==> src/rtl/mips8_ctrl_fsm.sv <==
// rtl/mips8_ctrl_fsm.sv - multicycle 8-bit MIPS sequencing controller
// Moore control-word decode with a debug instruction counter; cycle-compatible with the PLA controller.
module mips8_ctrl_fsm #(
  parameter int ADDR_W       = 8,
  parameter bit ILLEGAL_TRAP = 1'b1
) (
  input  logic              clk,
  input  logic              reset,
  input  logic [5:0]        op,
  input  logic              zero,
  output logic              memread,
  output logic              memwrite,
  output logic              alusrca,
  output logic              memtoreg,
  output logic              iord,
  output logic              regwrite,
  output logic              regdst,
  output logic [1:0]        pcsource,
  output logic [1:0]        alusrcb,
  output logic [1:0]        aluop,
  output logic [3:0]        irwrite,
  output logic              pcen,
  output logic [3:0]        state,
  output logic              illegal,
  output logic [ADDR_W-1:0] dbg_cycles
);

  typedef enum logic [3:0] {
    S_FETCH1  = 4'd0,
    S_FETCH2  = 4'd1,
    S_FETCH3  = 4'd2,
    S_FETCH4  = 4'd3,
    S_DECODE  = 4'd4,
    S_MEMADR  = 4'd5,
    S_LBRD    = 4'd6,
    S_LBWR    = 4'd7,
    S_SBWR    = 4'd8,
    S_RTYPEEX = 4'd9,
    S_RTYPEWR = 4'd10,
    S_BEQEX   = 4'd11,
    S_JEX     = 4'd12,
    S_ADDIEX  = 4'd13,
    S_ADDIWR  = 4'd14,
    S_UNUSED  = 4'd15
  } state_t;

  localparam logic [5:0] OP_LB    = 6'b100000;
  localparam logic [5:0] OP_SB    = 6'b101000;
  localparam logic [5:0] OP_RTYPE = 6'b000000;
  localparam logic [5:0] OP_BEQ   = 6'b000100;
  localparam logic [5:0] OP_J     = 6'b000010;
  localparam logic [5:0] OP_ADDI  = 6'b001000;

  // Plain vector register so every 4-bit code, including 15, is representable.
  logic [3:0] state_r;
  state_t     next_state;
  logic       undefined_op;

  always_ff @(posedge clk) begin
    if (reset) begin
      state_r    <= S_FETCH1;
      dbg_cycles <= '0;
    end else begin
      state_r <= next_state;
      if (next_state == S_FETCH1) begin
        dbg_cycles <= dbg_cycles + ADDR_W'(1);
      end
    end
  end

  always_comb begin
    next_state   = S_FETCH1;
    undefined_op = 1'b0;
    memread      = 1'b0;
    memwrite     = 1'b0;
    alusrca      = 1'b0;
    memtoreg     = 1'b0;
    iord         = 1'b0;
    regwrite     = 1'b0;
    regdst       = 1'b0;
    pcsource     = 2'b00;
    alusrcb      = 2'b00;
    aluop        = 2'b00;
    irwrite      = 4'b0000;
    pcen         = 1'b0;

    case (state_r)
      S_FETCH1:  next_state = S_FETCH2;
      S_FETCH2:  next_state = S_FETCH3;
      S_FETCH3:  next_state = S_FETCH4;
      S_FETCH4:  next_state = S_DECODE;
      S_DECODE: begin
        case (op)
          OP_LB, OP_SB: next_state = S_MEMADR;
          OP_RTYPE:     next_state = S_RTYPEEX;
          OP_BEQ:       next_state = S_BEQEX;
          OP_J:         next_state = S_JEX;
          OP_ADDI:      next_state = S_ADDIEX;
          default: begin
            next_state   = S_FETCH1;
            undefined_op = 1'b1;
          end
        endcase
      end
      // An opcode that is neither load nor store here abandons the instruction.
      S_MEMADR: begin
        if (op == OP_LB) begin
          next_state = S_LBRD;
        end else if (op == OP_SB) begin
          next_state = S_SBWR;
        end else begin
          next_state = S_FETCH1;
        end
      end
      S_LBRD:    next_state = S_LBWR;
      S_RTYPEEX: next_state = S_RTYPEWR;
      S_ADDIEX:  next_state = S_ADDIWR;
      default:   next_state = S_FETCH1;
    endcase

    // Control word; reset masks every strobe and select.
    if (!reset) begin
      case (state_r)
        S_FETCH1, S_FETCH2, S_FETCH3, S_FETCH4: begin
          memread = 1'b1;
          alusrcb = 2'b01;
          irwrite = 4'b0001 << state_r[1:0];
          pcen    = 1'b1;
        end
        S_DECODE:  alusrcb = 2'b11;
        S_MEMADR: begin
          alusrca = 1'b1;
          alusrcb = 2'b10;
        end
        S_LBRD: begin
          memread = 1'b1;
          iord    = 1'b1;
        end
        S_LBWR: begin
          regwrite = 1'b1;
          memtoreg = 1'b1;
        end
        S_SBWR: begin
          memwrite = 1'b1;
          iord     = 1'b1;
        end
        S_RTYPEEX: begin
          alusrca = 1'b1;
          aluop   = 2'b10;
        end
        S_RTYPEWR: begin
          regwrite = 1'b1;
          regdst   = 1'b1;
        end
        // zero only reaches pcen here, so an unknown flag elsewhere stays contained.
        S_BEQEX: begin
          alusrca  = 1'b1;
          aluop    = 2'b01;
          pcsource = 2'b01;
          pcen     = zero;
        end
        S_JEX: begin
          pcsource = 2'b10;
          pcen     = 1'b1;
        end
        S_ADDIEX: begin
          alusrca = 1'b1;
          alusrcb = 2'b10;
        end
        S_ADDIWR:  regwrite = 1'b1;
        default: ;
      endcase
    end
  end

  assign state   = state_r;
  assign illegal = undefined_op && ILLEGAL_TRAP && !reset;

endmodule

==> config.mk <==
export PLATFORM = sky130hd
export DESIGN_NAME = mips8_ctrl_fsm
export DESIGN_NICKNAME = d
export VERILOG_FILES = /design/src/rtl/mips8_ctrl_fsm.sv
export SDC_FILE = /design/constraint.sdc
export NUM_CORES = 1
export LEC_CHECK = 0
export ABC_AREA = 1
export BUFFER_PORTS_ARGS = -buffer_cell sky130_fd_sc_hd__buf_2
export CAP_MARGIN = 10
export CORE_UTILIZATION = 50
export DETAILED_ROUTE_END_ITERATION = 7
export PLACE_DENSITY = 0.9
export SLEW_MARGIN = 10
export SYNTH_ARGS = -nofsm -noshare
export SYNTH_HDL_FRONTEND = slang
export SYNTH_SLANG_ARGS = --single-unit
==> constraint.sdc <==
create_clock -name clk -period 4.7 [get_ports clk]
set_clock_uncertainty 0.2 [all_clocks]
set_input_delay 0.47 -clock clk [delete_from_list [all_inputs] [get_ports clk]]
set_output_delay 0.47 -clock clk [all_outputs]
set_load 0.02 [all_outputs]
==> results of run 1 <==
-- cell usage in the layout (no fill, tap or decap), types with 2 or more instances in the layout --
cell type,netlist,routed
a21oi_1,8,8
xnor2_1,2,2
buf_2,0,39
inv_1,14,14
nor2_8,2,2
o21ai_1,2,2
nand3_2,8,8
nor2_1,21,21
a21oi_2,7,7
clkbuf_4,0,3
dfxtp_1,12,12
nand2_1,17,17
nor2_2,4,4
xor2_1,4,4
o21ai_0,2,2
nand3_1,11,11
inv_2,6,6
nor3_1,2,2
nand2_2,13,13
o22ai_1,2,2
nor2_4,2,2
o21ai_2,2,2
-- stage by stage --
stage | total power [mW] | area [um^2] | hold slack [ns]
floorplan | 0.175 | 1030 | 0.355
CTS | 0.276 | 1290 | 0.286
finish | 0.275 | 1290 | 0.285
global placement | 0.193 | 1250 | 0.271
global route | 0.290 | 1290 | 0.300
detailed placement | 0.195 | 1250 | 0.275
-- report_power, final --
part	switching [mW]	total (mW)	internal (mW)
Combinational	0.0573	0.0825	0.0252
Clock	0.0341	0.0812	0.0470
Sequential	0.00555	0.111	0.106
-- path summary, 6_finish.rpt --
kind / from / end / cells after the start / slack (ns)
hold / removal: dbg_cycles[4] / dbg_cycles[4] / 2 / 0.28
hold reg to reg: dbg_cycles[4] / dbg_cycles[4] / 2 / 0.28
setup / recovery: reset / pcen / 7 / 2.34
setup reg to reg: state[3] / dbg_cycles[7] / 11 / 2.84
-- area by class of cell --
class | count | share of cell area [%]
clock buffers | 4 | 2.81
well taps | 27 | 2.62
flip-flops and latches | 12 | 18.6
inverters | 21 | 6.30
repair buffers | 39 | 15.1
multi-input cells | 114 | 54.6
-- layer usage --
metal	vias to the layer above	part of all wire [%]
li1	566	-
met1	488	44
met2	40	52
met3	2	4.0
met4	0	0.50
met5	-	0
-- critical path, stage by stage --
cell and delay (ns):
buf_2 0.36, inv_1 0.16, nand3_1 0.26, nor2_1 0.11, nand2_1 0.09, nand3b_1 0.08
buf_2 0.17
-- cell families after synthesis --
family,Yosys count,share of synthesized area (%)
AOI/OAI and AO/OA,24,15.3
xor gates and xnor gates,6,5.08
adders and majority gates,1,1.21
buffers and inverters,23,8.60
DFF,12,23.2
and+or+nand+nor,83,46.6
-- registers in the layout, summed over array words and instances, names as in the netlist --
| signal | cells |
|---|---|
| dbg_cycles | 8 |
| state | 4 |
==> summary.md, run 1 <==
| Metric | Value |
|---|---|
| H-tree depth | 1 |
| # placed instances | between 200 and 250 |
| Post-layout util | between 60% and 70% |
| GP Congestion | roughly 0.91 |
| Routed Antenna Nets | 0 |
| Mapped cell area | 1030 um^2 |
| Width of the die | 47.5 um |
| Sequential share of the synthesized area | about 23% |
| Finish-stage setup viols | 0 |
| Met1 Use GR | around 28% |
| Cell leakage power | around 0.64 nW |
| Total track usage | 21.7% |
| Crit start category | primary input |
| CTS hold repair buffers | 0 |
| Number of synthesized register bits | 12 |
| Post-synthesis average cell area | 6.94 um^2 |
| Pin count of the biggest net entering global routing | 20 |
| Non-filler instance count after layout | 217 |
| Initial DRC Count | 22 |
| Pin slew with the least headroom to its limit | ~0.43 ns |
| Crit. End Element | output port |
| Fin. Hold Viols | 0 |
| Period utilization | between 50% and 60% |
| Core area | just under 2000 um^2 |
| Pre-Repair DR Iteration Count | 4 |
| # IOs | 40 |
| Netlist cell types | 28 |
| EDFF count, synth | 0 |
| Layout Nets | between 200 and 250 |
| Yosys top cell by area | dfxtp_1 |
| Setup CP Type | in -> out |
| Max-slew headroom | a little under three quarters |
| DPL Wire Length | between 1.5 and 2 mm |
| Clk_lat worst skew | roughly 0.27 ns |
| Asr flop ratio synth | 0% |
| Vias/cell | 5.05 |
| Share of layout cells above drive strength 1 | 46.8% |
| Die Area | 2250 um^2 |
| Met2 Track Usage GR | ~38% |
| Most frequent cell after synthesis | nor2_1 |
| Antenna diode count | 0 |
| Row Count | 16 |
| Post-synth top area share | a little under a quarter |
| Syn nets | around 160 |
| Final min period | between 2 and 2.5 ns |
| Grt met3 use | around 3.4% |
| Clock tree buffer depth | 2 |
| Setup TNS | 0 ns |
| Starting density of the core | between 50% and 60% |
| YS warnings | 0 |
| Crit-path max FO | 19 |
| Busiest layer in global routing | met2 |
| Fmax | around 420 MHz |
| Root Driver | clkbuf_4 |
| CTS Sinks | 12 |
| Setup repair bufs after CTS | 0 |
| Pwr dens | between 200 and 250 nW/um^2 |
| Hold Crit Class | reg -> reg |
| Via count | around 1,100 |
| Max IR drop VDD | around 140 uV |
| Avg WL per Cell | ~11 um |
| CP arrival | roughly 1.7 ns |
| CTS buffer count | 3 |
| Drc violations | 0 |
| Overflow after GRT | 0 |
| Number of global-route vias before repair | 888 |
| RSZ-0062 raised after global routing | false |
| Synth Flop Type | dfxtp_1 |
| Placement Setup Slack | roughly 2.4 ns |
| Chip Height | ~47 um |
| Status | finished, final reports clean |
| CTS clk-pin slew, worst paths | 0.08 ns |
| Layout fillers | 181 |
| Max Cap Viol | 0 |
| Port Buffer Count | 39 |
| Footprint of the multi-input gates | about 700 um^2 |
| Area Growth Syn to Fin | 24.9% |
| CTS tree | yes |
| Synth top cells by count | nor2_1, nand2_1, inv_1 |
| Post-cts gate resize count | 0 |
| Initial antenna violation count | 0 |
| First-pass GRT wire length | roughly 3.5 mm |
| Seq. cell area | 240 um^2 |
| Mapped Cells | approximately 150 |
| Setup WS post-layout | 2.34 ns |
| Slew Viols, Final | 0 |
| CP Data Required Time | 4.03 ns |
| DRT Wirelength | 2.42 mm |
| Main area contributors after synthesis | dfxtp_1, nand2_2, nand3_2 |
Power figures use the tool's default switching activity.
==> inputs of run 2 (changes only) <==
- CORE_UTILIZATION: 50 -> 48
- PLACE_DENSITY: 0.9 -> 0.87
- clock period: 4.7 -> 2.4 ns (I/O delays scaled with it)
==> summary.md, run 2 (synthesized netlist as in run 1, its figures left out) <==
| Metric | Value |
|---|---|
| Setup CP Type | reg -> out (was in -> out) |
| CTS tree | yes (unchanged) |
| H-tree depth | 1 (unchanged) |
| CTS clk-pin slew, worst paths | 0.08 ns (about the same) |
| Fmax | approximately 490 MHz |
| DRT Wirelength | 2.48 mm (was 2.42 mm) |
| Pin slew with the least headroom to its limit | 0.410 ns (was 0.427 ns) |
| Commonest non-fill, non-tap cell in the layout | buf_2 (unchanged) |
| Post-layout util | 64.5% (was 65.8%) |
| Vias/cell | 5.11 (was 5.05) |
| Crit start category | flop (was primary input) |
| CTS Sinks | 12 (unchanged) |
| Via count | 1,108 (was 1,096) |
| Root Driver | clkbuf_4 (unchanged) |
| Post-cts gate resize count | 0 (unchanged) |
| Period utilization | between 80% and 90% |
| CP arrival | 1.60 ns (was 1.69 ns) |
| Layout Nets | 201 (unchanged) |
| Biggest register | dbg_cycles (unchanged) |
| Width of the die | 48.4 um (was 47.5 um) |
| Initial DRC Count | 24 (was 22) |
| Setup TNS | 0 ns (unchanged) |
| Antenna diode count | 0 (unchanged) |
| Port Buffer Count | 39 (unchanged) |
| Area Growth Syn to Fin | 24.9% (unchanged) |
| Commonest cells after routing, fill and taps aside | buf_2, nor2_1, nand2_1, inv_1, nand2_2 (unchanged) |
| Hold Crit Class | in -> reg (was reg -> reg) |
| Max IR drop VDD | 251 uV (was 140 uV) |
| Final min period | approximately 2.0 ns |
| Max-slew headroom | 72.7% (was 71.5%) |
| Die Area | 2340 um^2 (was 2250 um^2) |
| Initial antenna violation count | 0 (unchanged) |
| RSZ-0062 raised after global routing | false (unchanged) |
| Setup repair bufs after CTS | 0 (unchanged) |
| CP Data Required Time | 1.96 ns (was 4.03 ns) |
| Core area | 2000 um^2 (was 1960 um^2) |
| Crit. End Element | output port (unchanged) |
| Chip Height | 48.4 um (was 47.5 um) |
| First-pass GRT wire length | 4.23 mm (was 3.53 mm) |
| GP Congestion | 0.976 (was 0.910) |
| Clk_lat worst skew | 0.28 ns (was 0.27 ns) |
| Avg WL per Cell | 11.4 um (was 11.1 um) |
| Max Cap Viol | 0 (unchanged) |
| Crit-path max FO | 5 (was 19) |
| Non-filler instance count after layout | 217 (unchanged) |
| DPL Wire Length | 2.03 mm (was 1.97 mm) |
| CTS hold repair buffers | 0 (unchanged) |
| Drc violations | 0 (unchanged) |
| Finish-stage setup viols | 0 (unchanged) |
| Share of layout cells above drive strength 1 | 46.8% (unchanged) |
| Total track usage | 22.8% (was 21.7%) |
| Cell leakage power | 0.636 nW (unchanged) |
| Flip-flop count of the largest register after layout | 8 (unchanged) |
| Starting density of the core | 51.6% (was 52.7%) |
| Row Count | 16 (unchanged) |
| CTS buffer count | 3 (unchanged) |
| Slew Viols, Final | 0 (unchanged) |
| # placed instances | 213 (unchanged) |
| Fin. Hold Viols | 0 (unchanged) |
| Routed Antenna Nets | 0 (unchanged) |
| Pwr dens | 422 nW/um^2 (was 213 nW/um^2) |
| Pre-Repair DR Iteration Count | 5 (was 4) |
| # IOs | 40 (unchanged) |
| Layout fillers | 184 (was 181) |
| Pin count of the biggest net entering global routing | 20 (unchanged) |
| Clock tree buffer depth | 2 (unchanged) |
| Overflow after GRT | 0 (unchanged) |
| Number of global-route vias before repair | 1,040 (was 888) |
| Status | finished, final reports clean (unchanged) |
[run 2: cell counts in the layout (fill, tap and decap cells not counted)]
Identical to the previous run, type by type.
[run 2: through the flow]
stage / total power [mW] / setup WS [ns] / cell area (um^2) / hold WS (ns)
after floorplan: 0.342 / 0.272 / 1030 / 0.270
after global placement: 0.378 / 0.582 / 1250 / 0.270
after detailed placement: 0.384 / 0.558 / 1250 / 0.283
after CTS: 0.545 / 0.378 / 1290 / 0.144
after global routing: 0.573 / 0.281 / 1290 / 0.161
final: 0.544 / 0.362 / 1290 / 0.143
[run 2: where the power goes]
part	total [mW]	switching, mW	internal [mW]	leakage, nW
combinational	0.162	0.113	0.0493	0.517
sequential	0.217	0.0104	0.207	0.0975
clock	0.165	0.0726	0.0923	0.0210
total	0.544	0.196	0.348	0.636
[run 2: cell type report]
type / instances / area (um^2) / area share, %
inverters: 21 / 81.3 / 6.30
well taps: 27 / 33.8 / 2.62
flip-flops and latches: 12 / 240 / 18.6
clock buffers: 4 / 36.3 / 2.81
multi-input cells: 114 / 704 / 54.6
repair buffers: 39 / 195 / 15.1
[run 2: final timing paths]
check	start	endpoint	slack, ns	cells after the start
worst min-delay path	op[2]	state[1]	0.14	3
worst max register to register	state[3]	dbg_cycles[3]	0.54	11
worst max-delay path	state[2]	illegal	0.36	7
worst min register to register	dbg_cycles[4]	dbg_cycles[4]	0.30	2
[run 2: per-layer routing]
| metal | up-vias | routed length [um] | GRT usage (%) |
|---|---|---|---|
| li1 | 567 | - | - |
| met1 | 503 | 1090 | 27.4 |
| met2 | 31 | 1250 | 40.6 |
| met3 | 7 | 100 | 2.83 |
| met4 | 0 | 40 | 9.80 |
| met5 | - | 0 | 0 |
[run 2: worst max-delay path, stage by stage (launching register included)]
cell and delay, ns:
dfxtp_1 0.42, inv_2 0.09, nor2_4 0.15, nand2_2 0.09
inv_2 0.09, nand2_1 0.09, nor3_1 0.20, buf_2 0.19
